### src/rtl/debouncer_botones.sv
// debouncer_botones: per-channel two-flop synchronizer plus stability FSM producing a debounced level and a one-cycle press pulse.
module debouncer_botones #(
    parameter int CANT_BOTONES   = 4,
    parameter int CICLOS_ESTABLE = 1000000,
    parameter int ANCHO_CONTADOR = 20
) (
    input  logic                    i_clock,
    input  logic                    i_reset,
    input  logic [CANT_BOTONES-1:0] i_botones,
    output logic [CANT_BOTONES-1:0] o_botones_nivel,
    output logic [CANT_BOTONES-1:0] o_botones_pulso
);
    typedef enum logic [1:0] {BAJO, ESPERA_ALTO, ALTO, ESPERA_BAJO} estado_t;
    localparam logic [ANCHO_CONTADOR-1:0] LIMITE = ANCHO_CONTADOR'(CICLOS_ESTABLE - 1);
    logic [CANT_BOTONES-1:0] sync1_q, sync2_q;
    always_ff @(posedge i_clock) begin
        if (!i_reset) begin
            sync1_q <= '0;
            sync2_q <= '0;
        end else begin
            sync1_q <= i_botones;
            sync2_q <= sync1_q;
        end
    end
    genvar g;
    generate
        for (g = 0; g < CANT_BOTONES; g++) begin : g_canal
            estado_t                   estado_q, estado_d;
            logic [ANCHO_CONTADOR-1:0] cnt_q, cnt_d;
            logic                      nivel_q, nivel_d, pulso_q, pulso_d;
            logic                      s;
            assign s = sync2_q[g];
            always_comb begin
                estado_d = estado_q;
                cnt_d    = cnt_q;
                pulso_d  = 1'b0;
                case (estado_q)
                    BAJO: if (s) begin
                        estado_d = ESPERA_ALTO;
                        cnt_d    = '0;
                    end
                    ESPERA_ALTO: if (!s) estado_d = BAJO;
                        else if (cnt_q == LIMITE) begin
                            estado_d = ALTO;
                            pulso_d  = 1'b1;
                        end else cnt_d = cnt_q + 1'b1;
                    ALTO: if (!s) begin
                        estado_d = ESPERA_BAJO;
                        cnt_d    = '0;
                    end
                    ESPERA_BAJO: if (s) estado_d = ALTO;
                        else if (cnt_q == LIMITE) estado_d = BAJO;
                        else cnt_d = cnt_q + 1'b1;
                    default: estado_d = BAJO;
                endcase
                nivel_d = (estado_d == ALTO) || (estado_d == ESPERA_BAJO);
            end
            always_ff @(posedge i_clock) begin
                if (!i_reset) begin
                    estado_q <= BAJO;
                    cnt_q    <= '0;
                    nivel_q  <= 1'b0;
                    pulso_q  <= 1'b0;
                end else begin
                    estado_q <= estado_d;
                    cnt_q    <= cnt_d;
                    nivel_q  <= nivel_d;
                    pulso_q  <= pulso_d;
                end
            end
            assign o_botones_nivel[g] = nivel_q;
            assign o_botones_pulso[g] = pulso_q;
        end
    endgenerate
endmodule

### config.mk
export PLATFORM = sky130hd
export DESIGN_NAME = debouncer_botones
export DESIGN_NICKNAME = d
export VERILOG_FILES = /design/src/rtl/debouncer_botones.sv
export SDC_FILE = /design/constraint.sdc
export NUM_CORES = 1
export LEC_CHECK = 0
export ABC_CLOCK_PERIOD_IN_PS = 5200
export BUFFER_PORTS_ARGS = -buffer_cell sky130_fd_sc_hd__buf_4
export CORE_ASPECT_RATIO = 1.25
export CORE_MARGIN = 2
export CORE_UTILIZATION = 40
export DETAILED_ROUTE_END_ITERATION = 6
export SETUP_SLACK_MARGIN = 0.4
export SLEW_MARGIN = 20
export SYNTH_ARGS = -nofsm -noshare
export SYNTH_HDL_FRONTEND = slang
export SYNTH_SLANG_ARGS = --single-unit
### constraint.sdc
create_clock -name i_clock -period 5.2 [get_ports i_clock]
set_input_delay 0.26 -clock i_clock [delete_from_list [all_inputs] [get_ports i_clock]]
set_output_delay 0.26 -clock i_clock [all_outputs]
set_load 0.05 [all_outputs]
==> metrics.md <==
| Metric | Value |
|---|---|
| Leading cell type in the layout, fill and taps excluded | `dfxtp_1` |
| Final setup margin | `just under 3 ns` |
| Post-CTS Setup Inserts | `0` |
| Setup CP Type | `reg2reg` |
| Post-DP HPWL | `between 7000 and 8000 microns` |
| Via density per instance | `5.61` |
| Clock latency on the worst-skew pair | `0.35 ns` |
| Unrepaired setup endpoints after global routing | `false` |
| Hold WC Path Type | `in2reg` |
| Synth warn | `0` |
| Post-synthesis area per instance | `8.45 sq um` |
| Drt pass-1 iters | `4` |
| Ys flop type | `dfxtp_1` |
| Initial antenna violation count | `0` |
| Slew margin rel. | `a little over two fifths` |
| Setup violators final | `0` |
| Routed vias | `approximately 4.2k` |
| Maximum vdd drop | `between 0.0001 and 0.00015 V` |
| Wirelength per Cell | `14.0 microns` |
| Yosys cell types | `a little over 60` |
| Post-Place Worst Slack | `about 3.0 ns` |
| Top cell type's share of synthesized area | `41.5%` |
| Starting Density | `around 41%` |
| Final hold slack | `roughly 0.11 ns` |
| CTS Buf Count | `9` |
| Startpoint types | `flop` |
| Post-route clock period utilization | `between 40% and 50%` |
| # resized after CTS | `0` |
| Worst Path Max Fanout | `15` |
| IO Count | `14` |
| Max-cap viol count | `0` |
| Die Ht | `129 microns` |
| Mapped Cells | `594` |
| DRC viols | `0` |
| Clk pin slew, worst setup/hold paths | `roughly 0.080 ns` |
| Cell Pwr Density | `roughly 280 nW/um^2` |
| Final-report hold violation count | `0` |
| Fin crit period | `2.24 ns` |
| Netlist Area Pre-Place | `5020 sq um` |
| Antenna Nets Post-Route | `0` |
| Sum Neg Setup Slack | `0 ns` |
| Core area | `between 10000 and 15000 sq um` |
| Root buffer cell | `clkbuf_16` |
| # H-tree levels | `3` |
| Req. time, crit path | `approximately 5.4 ns` |
| Area leader, netlist | `dfxtp_1` |
| Final Max Tran Viols | `0` |
| Core Rows | `45` |
| Worst Setup End Kind | `flop` |
| DR iter-0 viols | `between 200 and 250` |
| Most frequent cells in the layout | `104 x dfxtp_1, 57 x nand2_1, 48 x nor2_1, 43 x a21oi_1, 41 x nand3_1` |
| Vias in the first global route | `~4.2k` |
| EDFF count, synth | `0` |
| Gr usage total | `between 15 and 20%` |
| Global placement routability congestion | `0.793` |
| Leakage power | `0.00173 uW` |
| Yosys reg bits | `roughly 100` |
| CTS max path bufs | `2` |
| Worst-margin pin slew | `slightly below 0.9 ns` |
| Chip width | `104 microns` |
| Sequential share of the synthesized area | `between 40% and 50%` |
| CTS tree | `done` |
| Antenna diodes | `0` |
| Fmax | `446 MHz` |
| Layout area overhead | `8.90%` |
| Largest net degree at the start of global routing | `between 40 and 50` |
| Total clock sinks | `104` |
| Status | `completed` |
| IO Port Bufs | `13` |
| Fillers | `1228` |
| Ranking of synthesized cells by area | `dfxtp_1 41%, a21oi_1 4.3%, nand2_1 4.3%` |
| Wire length of the first global-routing pass | `approximately 18000 microns` |
| Total grt overflow | `0` |
| Data arrival time of the critical path | `about 2.5 ns` |
| Routed WL | `about 11000 microns` |
| Hold buffer count at CTS | `0` |
| Die area | `13500 sq um` |
| Syn nets | `a little over 600` |
| Final net count | `about 600` |
| Synth async-reset ratio | `0%` |
| Share of cells above drive strength 1 | `approximately 8.9%` |
| Skew final | `just over 0.01 ns` |
[per-layer routing]
metal / GRT usage [%] / share of wire [%] / routed length (microns)
met1: 18.5 / 45 / 4750
met2: 29.9 / 50 / 5330
met3: 2.57 / 2.6 / 275
met4: 7.87 / 2.1 / 221
met5: 0 / 0 / 0
[synthesized netlist by cell type, types with 6 or more instances]
library cell,n
xnor2_1,18
nand2_1,57
or3_1,20
nor4b_1,6
o21a_1,8
buf_4,10
or4_1,18
xor2_1,12
o21ai_1,8
o21ai_0,22
dfxtp_1,104
a21oi_1,43
nor3_1,17
inv_1,17
o31ai_1,7
nor2_1,48
nand4_1,18
clkbuf_1,20
nand3_1,41
o22ai_1,8
and3_1,8
nor4_1,6
and2_1,14
[stage by stage]
stage	util, %	cells	area (sq um)	power, uW
6_report	44.7	757	5460	1510
5_1_grt	44.7	757	5460	1570
4_1_cts	44.7	757	5460	1540
3_5_place_dp	42.3	741	5170	867
3_3_place_gp	42.3	741	5170	865
2_1_floorplan	-	594	5020	854
[registers in the layout, summed over array words and instances, names as in the netlist]
name              cells
g_canal.cnt_q        80
g_canal.nivel_q       4
sync1_q               4
g_canal.estado_q      8
sync2_q               4
g_canal.pulso_q       4
[layout make-up]
class	count	area (sq um)	share of cell area, %
Tap cell	164	205	3.76
Clock buffer	9	225	4.12
Timing Repair Buffer	16	120	2.20
Multi-Input combinational cell	440	2700	49.4
Sequential cell	104	2080	38.1
Clock inverter	7	67.6	1.24
Inverter	17	63.8	1.17
[worst paths after layout]
kind	start	endpoint	slack [ns]	cells past startpoint
max	g_canal[3].estado_q[0]$_SDFF_PN0_	g_canal[3].cnt_q[11]$_SDFFE_PN0P_	2.96	5
min	i_botones[3]	sync1_q[3]$_SDFF_PN0_	0.11	2
max reg2reg	g_canal[3].estado_q[0]$_SDFF_PN0_	g_canal[3].cnt_q[11]$_SDFFE_PN0P_	2.96	5
min reg2reg	sync1_q[2]$_SDFF_PN0_	sync2_q[2]$_SDFF_PN0_	0.44	1
[report_power, final]
part,switching [uW],total (uW),leakage [uW],internal [uW]
registers,5.33,805,0.000839,800
clock network,327,666,0.000142,339
logic,30.1,42.5,0.000751,12.4
total,362,1510,0.00173,1150
[cells by family after synthesis]
group | share of synthesized area (%)
xor gates and xnor gates | 5.89
AOI/OAI and AO/OA | 14.8
and+or+nand+nor | 31.1
DFF | 41.5
buffers and inverters | 4.69
muxes | 1.02
adders and majority gates | 0.998
[worst max-delay path, cell delays in order (launching register included)]
cell	delay, ns
dfxtp_1	0.71
nand3_1	0.18
or3_4	0.46
o211ai_2	0.47
or3_1	0.20
a31oi_2	0.09
Power figures use the tool's default switching activity.
